### src/rtl/mips_pkg.sv
// Shared definitions for the MIPS EX-stage forwarding logic: forwarding
// select encodings, the hard-wired zero register and default widths.
// Latency: n/a (types and constants only). Backpressure: n/a.
package mips_pkg;

  // Default data width; also the number of architectural registers.
  localparam int LENGHT_IN_DEF = 32;
  // Default register-address width, $clog2(LENGHT_IN_DEF).
  localparam int NB_DEF        = 5;
  // Default width of the debug statistics counters.
  localparam int CNT_W_DEF     = 32;

  typedef logic [1:0] fwd_sel_t;

  // Operand source selects. 2'b11 is never produced.
  localparam fwd_sel_t FWD_NONE   = 2'b00;  // register-file value read in ID
  localparam fwd_sel_t FWD_EX_MEM = 2'b10;  // EX/MEM ALU result
  localparam fwd_sel_t FWD_MEM_WB = 2'b01;  // MEM/WB write-back value

  // $zero: writes to it are discarded, so it is never a forwarding target.
  localparam int ZERO_REG = 0;

endpackage

### src/rtl/forwarding_select.sv
// Forwarding decision and data mux for one ALU source operand.
// Latency: purely combinational, zero cycles. Backpressure: none.
// Ports:
//   register_write_3_4/4_5  write enables of the EX/MEM and MEM/WB instructions
//   rd_3_4/rd_4_5           destination registers of those instructions
//   src_reg                 ID/EX source register field (rs or rt)
//   data_reg                value of src_reg read from the register file in ID
//   data_3_4/data_4_5       EX/MEM ALU result, MEM/WB write-back value
//   fwd_sel                 chosen source (FWD_NONE / FWD_EX_MEM / FWD_MEM_WB)
//   operand                 forwarded operand value
module forwarding_select
  import mips_pkg::*;
#(
  parameter int lenghtIN = LENGHT_IN_DEF,
  parameter int NB       = NB_DEF
) (
  input  logic                register_write_3_4,
  input  logic                register_write_4_5,
  input  logic [NB-1:0]       rd_3_4,
  input  logic [NB-1:0]       rd_4_5,
  input  logic [NB-1:0]       src_reg,
  input  logic [lenghtIN-1:0] data_reg,
  input  logic [lenghtIN-1:0] data_3_4,
  input  logic [lenghtIN-1:0] data_4_5,
  output fwd_sel_t            fwd_sel,
  output logic [lenghtIN-1:0] operand
);

  logic hit_3_4;
  logic hit_4_5;

  // A stage is a forwarding candidate only if it really writes a register
  // other than $zero and that register is the one this operand reads.
  assign hit_3_4 = register_write_3_4 && (rd_3_4 != NB'(ZERO_REG)) && (rd_3_4 == src_reg);
  assign hit_4_5 = register_write_4_5 && (rd_4_5 != NB'(ZERO_REG)) && (rd_4_5 == src_reg);

  // EX/MEM is checked first: it holds the younger, more recent value.
  always_comb begin
    fwd_sel = FWD_NONE;
    if (hit_3_4) begin
      fwd_sel = FWD_EX_MEM;
    end else if (hit_4_5) begin
      fwd_sel = FWD_MEM_WB;
    end
  end

  always_comb begin
    operand = data_reg;
    case (fwd_sel)
      FWD_EX_MEM: operand = data_3_4;
      FWD_MEM_WB: operand = data_4_5;
      default:    operand = data_reg;
    endcase
  end

endmodule

### src/rtl/mips_forwarding_unit.sv
// EX-stage data-hazard forwarding for rs/rt plus saturating debug counters
// of EX/MEM and MEM/WB forwarding cycles.
// Latency: selects/operands combinational (0 cycles); counters update on the
// CLK100MHZ rising edge. Backpressure: none; count_enable=0 (stall) freezes
// the counters only.
// Ports:
//   CLK100MHZ, reset        counter clock, synchronous active-high counter clear
//   register_write_*, rd_*  EX/MEM and MEM/WB destination info
//   rs_2_3, rt_2_3          ID/EX source register fields
//   data_*                  register-file values and pipeline result values
//   count_enable            pipeline advances this cycle
//   forward_a/b, operand_a/b  forwarding selects and forwarded values
//   fwd_count_3_4/4_5       cycles with any EX/MEM / MEM/WB forward
module mips_forwarding_unit
  import mips_pkg::*;
#(
  parameter int lenghtIN = LENGHT_IN_DEF,
  parameter int NB       = NB_DEF,
  parameter int CNT_W    = CNT_W_DEF
) (
  input  logic                CLK100MHZ,
  input  logic                reset,
  input  logic                register_write_3_4,
  input  logic                register_write_4_5,
  input  logic [NB-1:0]       rd_3_4,
  input  logic [NB-1:0]       rd_4_5,
  input  logic [NB-1:0]       rs_2_3,
  input  logic [NB-1:0]       rt_2_3,
  input  logic [lenghtIN-1:0] data_rs_2_3,
  input  logic [lenghtIN-1:0] data_rt_2_3,
  input  logic [lenghtIN-1:0] data_3_4,
  input  logic [lenghtIN-1:0] data_4_5,
  input  logic                count_enable,
  output logic [1:0]          forward_a,
  output logic [1:0]          forward_b,
  output logic [lenghtIN-1:0] operand_a,
  output logic [lenghtIN-1:0] operand_b,
  output logic [CNT_W-1:0]    fwd_count_3_4,
  output logic [CNT_W-1:0]    fwd_count_4_5
);

  forwarding_select #(.lenghtIN(lenghtIN), .NB(NB)) u_sel_rs (
    .register_write_3_4 (register_write_3_4),
    .register_write_4_5 (register_write_4_5),
    .rd_3_4             (rd_3_4),
    .rd_4_5             (rd_4_5),
    .src_reg            (rs_2_3),
    .data_reg           (data_rs_2_3),
    .data_3_4           (data_3_4),
    .data_4_5           (data_4_5),
    .fwd_sel            (forward_a),
    .operand            (operand_a)
  );

  forwarding_select #(.lenghtIN(lenghtIN), .NB(NB)) u_sel_rt (
    .register_write_3_4 (register_write_3_4),
    .register_write_4_5 (register_write_4_5),
    .rd_3_4             (rd_3_4),
    .rd_4_5             (rd_4_5),
    .src_reg            (rt_2_3),
    .data_reg           (data_rt_2_3),
    .data_3_4           (data_3_4),
    .data_4_5           (data_4_5),
    .fwd_sel            (forward_b),
    .operand            (operand_b)
  );

  // One event per cycle even when both operands forward from the same stage.
  logic any_fwd_3_4;
  logic any_fwd_4_5;

  assign any_fwd_3_4 = (forward_a == FWD_EX_MEM) || (forward_b == FWD_EX_MEM);
  assign any_fwd_4_5 = (forward_a == FWD_MEM_WB) || (forward_b == FWD_MEM_WB);

  // Saturating counters: holding at all-ones keeps a long run from wrapping
  // back to a misleadingly small number. Reset wins over increment.
  always_ff @(posedge CLK100MHZ) begin
    if (reset) begin
      fwd_count_3_4 <= '0;
      fwd_count_4_5 <= '0;
    end else begin
      if (count_enable && any_fwd_3_4 && (fwd_count_3_4 != '1)) begin
        fwd_count_3_4 <= fwd_count_3_4 + CNT_W'(1);
      end
      if (count_enable && any_fwd_4_5 && (fwd_count_4_5 != '1)) begin
        fwd_count_4_5 <= fwd_count_4_5 + CNT_W'(1);
      end
    end
  end

endmodule

### config.mk
export PLATFORM = sky130hd
export DESIGN_NAME = mips_forwarding_unit
export DESIGN_NICKNAME = d
export VERILOG_FILES = /design/src/rtl/mips_pkg.sv /design/src/rtl/forwarding_select.sv /design/src/rtl/mips_forwarding_unit.sv
export SDC_FILE = /design/constraint.sdc
export NUM_CORES = 1
export LEC_CHECK = 0
export CAP_MARGIN = 0
export CORE_MARGIN = 4
export CORE_UTILIZATION = 35
export DETAILED_ROUTE_END_ITERATION = 8
export DONT_BUFFER_PORTS = 1
export HOLD_SLACK_MARGIN = 0.08
export PLACE_DENSITY = 0.52
export SYNTH_ARGS = -nofsm -noshare
export SYNTH_HDL_FRONTEND = slang
export SYNTH_SLANG_ARGS = --single-unit
### constraint.sdc
create_clock -name CLK100MHZ -period 3 [get_ports CLK100MHZ]
set_input_delay 0.3 -clock CLK100MHZ [delete_from_list [all_inputs] [get_ports CLK100MHZ]]
set_output_delay 0.3 -clock CLK100MHZ [all_outputs]
set_load 0.02 [all_outputs]
==> flow_metrics.tcl, run 1 <==
set metrics [dict create \
    cts_sinks 64 \
    hold_path_end "fwd_count_3_4[9]" \
    cts_buffer_depth 2 \
    grt_pass1_wl_um 26700 \
    rsz0062_at_grt "false" \
    cts_tree "yes" \
    synth_edf_count 0 \
    hpwlAfterDp_um 13800 \
    rr_worst_depth 7 \
    synth_compound_area_share_pct 15.1 \
    fin_area_sq_um 5820 \
    synth_cells 669 \
    fin_hold_ws_ns 0.142 \
    worstReg2RegEnd "fwd_count_3_4[6]" \
    syn_to_final_growth_pct 15.0 \
    cp-end-kind "output port" \
    cts_buffers 9 \
    cp_max_fo 65 \
    drcViolationCount 0 \
    synth.yosys.seq_area_share_pct 25.3 \
    insertion_delay_ns 0.34 \
    fmax_ghz 0.393 \
    hold_buffers 1 \
    gp_congestion 0.820 \
    totalWireLength_um 17500 \
    critical_path_arrival_ns 2.25 \
    setup_viol 0 \
    initial_utilization_pct 36.0 \
    setup_tns_ns 0 \
    htreeDepth 3 \
    syn_avg_cell_area_sq_um 7.56 \
    power.density_nw_per_um2 381 \
    status "completed" \
    slew_headroom_pct 29.2 \
    hp-class "primary input to register" \
    antenna_found_initial 0 \
    start_kind "primary input" \
    drt-wirelength-per-cell_um 20.0 \
    routed_via_density 5.82 \
    min_delay_path_depth 2 \
    vdd_drop_max_mv 0.279 \
    swShare_pct 26.7 \
    drive_above_1_share_pct 12.1 \
    cts.repair.resized 0 \
    clk_pin_slew_ns 0.06 \
    power.internal_mw 1.63 \
    row_count 43 \
    synth.area.mux_share_pct 15.8 \
    grt_max_degree 66 \
    synth_xor_area_share_pct 6.92 \
    finClkSkew_ns 0.0112 \
    seqPwrFrac_pct 38.4 \
    synth.distinct_cells 52 \
    grt-ovfl-total 0 \
    fin_crit_ns 2.55 \
    timing.rr.start "fwd_count_3_4[25]" \
    switchingPower_mw 0.592 \
    io_pins 285 \
    grt_use_total_pct 20.3 \
    synth_ff_type "dfxtp_1" \
    r2r_slack_ns 0.54 \
    synth_top_family_by_area "simple AND/OR/NAND/NOR gates" \
    vias 5084 \
    core-area_sq_um 14000 \
    p_leak_nw 1.81 \
    critPathRequiredTime_ns 2.70 \
    die_w_um 128 \
    synth_nets 824 \
    synth_warnings 0 \
    n_antenna_cell 0 \
    slew_viol_final 0 \
    finalHoldViolations 0 \
    die-area_sq_um 16400 \
    cts_setup_buffers 0 \
    io_buffers 0 \
    post_dp_cell_area_sq_um 5500 \
    fin_crit_sh_pct 84.8 \
    crit_type "primary input to output port" \
    power_frac_comb_pct 14.4 \
    drtIter0Drc 378 \
    drt_first_pass_iters 5 \
    hold_start "reset" \
    drv_cap 0 \
    pwr-share-clk_pct 47.2 \
    post-route-util_pct 41.5 \
    tightestPinTransition_ns 1.06 \
    final_nets 843 \
    syn_area_sq_um 5060 \
    synth_simple_gate_area_share_pct 31.9 \
    grt_pass1_vias 4886 \
    ant_nets 0 \
    async_flop_share_pct 0 \
    root_buffer "clkbuf_16" \
    synthAdderAreaFrac_pct 0.495 \
    fp.dieH_um 128 \
    synth_seq_cells 64 \
]
logic make-up after synthesis:
| kind of cell | count (synthesis) |
|---|---|
| DFF | 64 |
| xor gates and xnor gates | 40 |
| buffers and inverters | 56 |
| and+or+nand+nor | 298 |
| adders and majority gates | 2 |
| muxes | 78 |
| AOI/OAI and AO/OA | 131 |
final cells by class:
cell class	instances	area (sq um)
clock buffer	11	243
clock inverter	5	56.3
fill	1430	8220
inverter	10	37.5
multi-input combinational	549	3550
sequential	64	1280
tap	180	225
timing repair buffer	54	430
critical path: stages:
cell and delay [ns]:
or4_1 0.53, o21ai_1 0.22, or3_1 0.21, inv_2 0.38
o21ai_1 0.55
flip-flops by register name, summed over array words and instances (netlist names):
signal / cells
fwd_count_3_4: 32
fwd_count_4_5: 32
per-layer routing:
| metal | vias to the layer above | global-route usage [%] | routed length [um] |
|---|---|---|---|
| met4 | 0 | 8.99 | 769 |
| met2 | 205 | 33.5 | 8530 |
| met5 | - | 0 | 0 |
| li1 | 2477 | - | - |
| met3 | 28 | 6.71 | 1450 |
| met1 | 2374 | 23.9 | 6690 |
worst max-delay path by stage:
stage                          start                 to  slack (ns)
floorplan           fwd_count_3_4[3]  fwd_count_3_4[31]        0.62
global placement    fwd_count_3_4[0]  fwd_count_3_4[26]        0.54
detailed placement         rd_3_4[0]       operand_b[7]        0.48
CTS                        rd_3_4[0]       operand_b[7]        0.48
global route        fwd_count_4_5[2]  fwd_count_4_5[28]        0.28
finish                     rd_3_4[0]       operand_b[7]        0.45
through the flow:
stage	power, mW	std cells	worst slack, ns
2_1_floorplan	1.12	669	0.622
3_3_place_gp	1.17	856	0.538
3_5_place_dp	1.18	856	0.478
4_1_cts	2.25	873	0.477
5_1_grt	2.31	873	0.281
6_report	2.22	873	0.455
cell usage after synthesis, types with 5 or more instances:
master	number	share of area, %
a21oi_1	25	2.5
and2_1	6	0.74
and3_1	10	1.2
and4_1	6	1.0
buf_2	8	0.79
clkbuf_1	31	2.3
dfxtp_1	64	25
inv_1	8	0.59
mux2_1	13	2.9
mux2i_1	65	13
nand2_1	93	6.9
nand3_1	23	2.3
nand4_1	29	3.6
nor2_1	45	3.3
nor2b_1	14	1.7
nor3_1	11	1.1
o211ai_1	5	0.74
o21ai_1	73	7.2
o31ai_1	15	2.2
or3_1	11	1.4
or4_1	21	3.1
xnor2_1	19	3.3
xor2_1	21	3.6
power by group through the flow:
stage | registers [mW] | clock network [mW] | logic (mW)
finish | 0.853 | 1.05 | 0.319
detailed placement | 0.871 | 0 | 0.305
floorplan | 0.871 | 0 | 0.245
global placement | 0.871 | 0 | 0.302
CTS | 0.852 | 1.08 | 0.319
global route | 0.852 | 1.12 | 0.342
layout by cell type, fill, tap and decap left out, types with 19 or more instances in the layout:
cell     instances
nor2_1          45
a21oi_1         25
or4_1           21
xnor2_1         19
dfxtp_1         64
buf_4           52
nand4_1         29
nand3_1         23
o21ai_1         73
nand2_1         93
mux2i_1         65
xor2_1          21
(Power assumes the default switching activity.)
==> run 2: changes to the inputs <==
Settings changed: PLACE_DENSITY 0.52 to 0.54.
Clock period 3 ns to 2.25 ns, I/O delays scaled along.
==> flow_metrics.tcl, run 2 (synthesis gave the netlist of run 1 again) <==
set metrics [dict create \
    status "completed" \
    cts_buffer_depth 2 \
    seq_area_sq_um 1300 \
    fin_ws_ns 0.0290 \
    final_nets 959 \
    fp.dieH_um 128 \
    post-route-util_pct 48.1 \
    final_common_cell "buf_4" \
    grt_max_degree 51 \
    cts_buffers 9 \
    clk_pin_slew_ns 0.05 \
    die_w_um 128 \
    power.density_nw_per_um2 449 \
    cp-end-kind "output port" \
    cp_max_fo 33 \
    p_leak_nw 2.42 \
    syn_to_final_growth_pct 33.5 \
    multi_input_area_sq_um 3570 \
    io_pins 285 \
    insertion_delay_ns 0.33 \
    n_antenna_cell 0 \
    tightestPinTransition_ns 0.414 \
    die-area_sq_um 16400 \
    drt_first_pass_iters 6 \
    slew_viol_final 0 \
    fin_crit_sh_pct 98.7 \
    slew_headroom_pct 72.4 \
    dp_cells 969 \
    setup_viol 0 \
    htreeDepth 3 \
    core-area_sq_um 14000 \
    fmax_ghz 0.450 \
    cts_tree "yes" \
    rsz0062_at_grt "false" \
    grt_pass1_wl_um 30000 \
    finClkSkew_ns 0.00786 \
    hpwlAfterDp_um 16300 \
    io_buffers 0 \
    gp_congestion 0.931 \
    dp_slack_ns -0.0914 \
    vias 5583 \
    finalHoldViolations 0 \
    critical-path-max-stage-delay_ns 0.55 \
    fin_crit_ns 2.22 \
    ant_nets 0 \
    crit_type "primary input to output port" \
    grt_use_total_pct 22.9 \
    drv_cap 0 \
    critical_path_arrival_ns 2.00 \
    antenna_found_initial 1 \
    drt-wirelength-per-cell_um 20.2 \
    hp-class "primary input to register" \
    drive_above_1_share_pct 27.0 \
    initial_utilization_pct 36.0 \
    mostFrequentLayoutCells "164 x buf_4, 93 x nand2_1, 72 x o21ai_1" \
    routed_via_density 5.65 \
    start_kind "primary input" \
    fin_hold_ws_ns 0.130 \
    drcViolationCount 0 \
    critPathRequiredTime_ns 2.03 \
    cp_slowest_cell "or4_1" \
    crit_chain "or4_1, o21ai_2, nor4_4, buf_12, mux2i_1, o21ai_1, buf_4" \
    root_buffer "clkbuf_16" \
    fillers 1406 \
    cts_sinks 64 \
    drtIter0Drc 357 \
    stdcell_count 988 \
    grt-ovfl-total 0 \
    reg.largest.list "fwd_count_3_4 x32, fwd_count_4_5 x32" \
    vdd_drop_max_mv 0.325 \
    totalWireLength_um 19900 \
    grt_pass1_vias 5519 \
    row_count 43 \
]
[run 2: cell types whose count changed in the layout (fill, tap and decap cells not counted), sizes merged]
cell      before  now
clkinvlp       1    0
buf           54  170
[run 2: area by class of cell]
cell class / count / area share, %
Multi-Input combinational cell: 549 / 52.8
Clock inverter: 4 / 0.667
Timing Repair Buffer: 170 / 19.7
Inverter: 10 / 0.593
Clock buffer: 11 / 3.59
Tap cell: 180 / 3.33
Sequential cell: 64 / 19.2
[run 2: path summary, 6_finish.rpt]
path | endpoint | startpoint | cells past startpoint | slack, ns
setup reg to reg | fwd_count_4_5[28] | fwd_count_4_5[6] | 6 | 0.12
hold reg to reg | fwd_count_4_5[14] | fwd_count_4_5[14] | 3 | 0.62
setup / recovery | operand_b[4] | rd_4_5[0] | 7 | 0.03
hold / removal | fwd_count_3_4[31] | reset | 2 | 0.13
[run 2: report_power, final]
| part | leakage (nW) | switching (mW) | internal, mW |
|---|---|---|---|
| Clock | 0.145 | 0.489 | 0.875 |
| Sequential | 0.522 | 0.000579 | 1.13 |
| Combinational | 1.75 | 0.315 | 0.220 |
| Total | 2.42 | 0.804 | 2.23 |
[run 2: layer usage]
metal | up-vias | GRT usage [%] | wire length, um
li1 | 2704 | - | -
met1 | 2633 | 25.5 | 7340
met2 | 220 | 42.0 | 10500
met3 | 24 | 7.46 | 1760
met4 | 2 | 5.31 | 311
met5 | - | 0 | 8
[run 2: metrics by stage]
step	cell area (sq um)	setup TNS, ns	power (mW)
CTS	6700	0	3.06
global placement	6390	-0.0348	1.67
global route	6750	0	3.14
detailed placement	6390	-0.202	1.68
finish	6750	0	3.03
floorplan	5080	-0.0706	1.49
[run 2: worst max-delay path, delay by kind of cell]
family                 cells  cell delay, ns
and+or+nand+nor            2            0.65
AOI/OAI and AO/OA          2            0.54
buffers and inverters      2            0.41
muxes                      1            0.14
[run 2: repair_timing]
item                                    4_1_cts  5_1_grt
gates resized for setup                       0        9
setup buffers                                 0        3
hold endpoints to repair                     49        0
hold buffers                                  1        0
endpoints found under the setup margin        0       61
==> run 3: changes to the inputs <==
Settings changed: GPL_TIMING_DRIVEN set to 1.
==> results of run 3 <==
No change in the layout: final DEF, timing and power equal those of run 2.
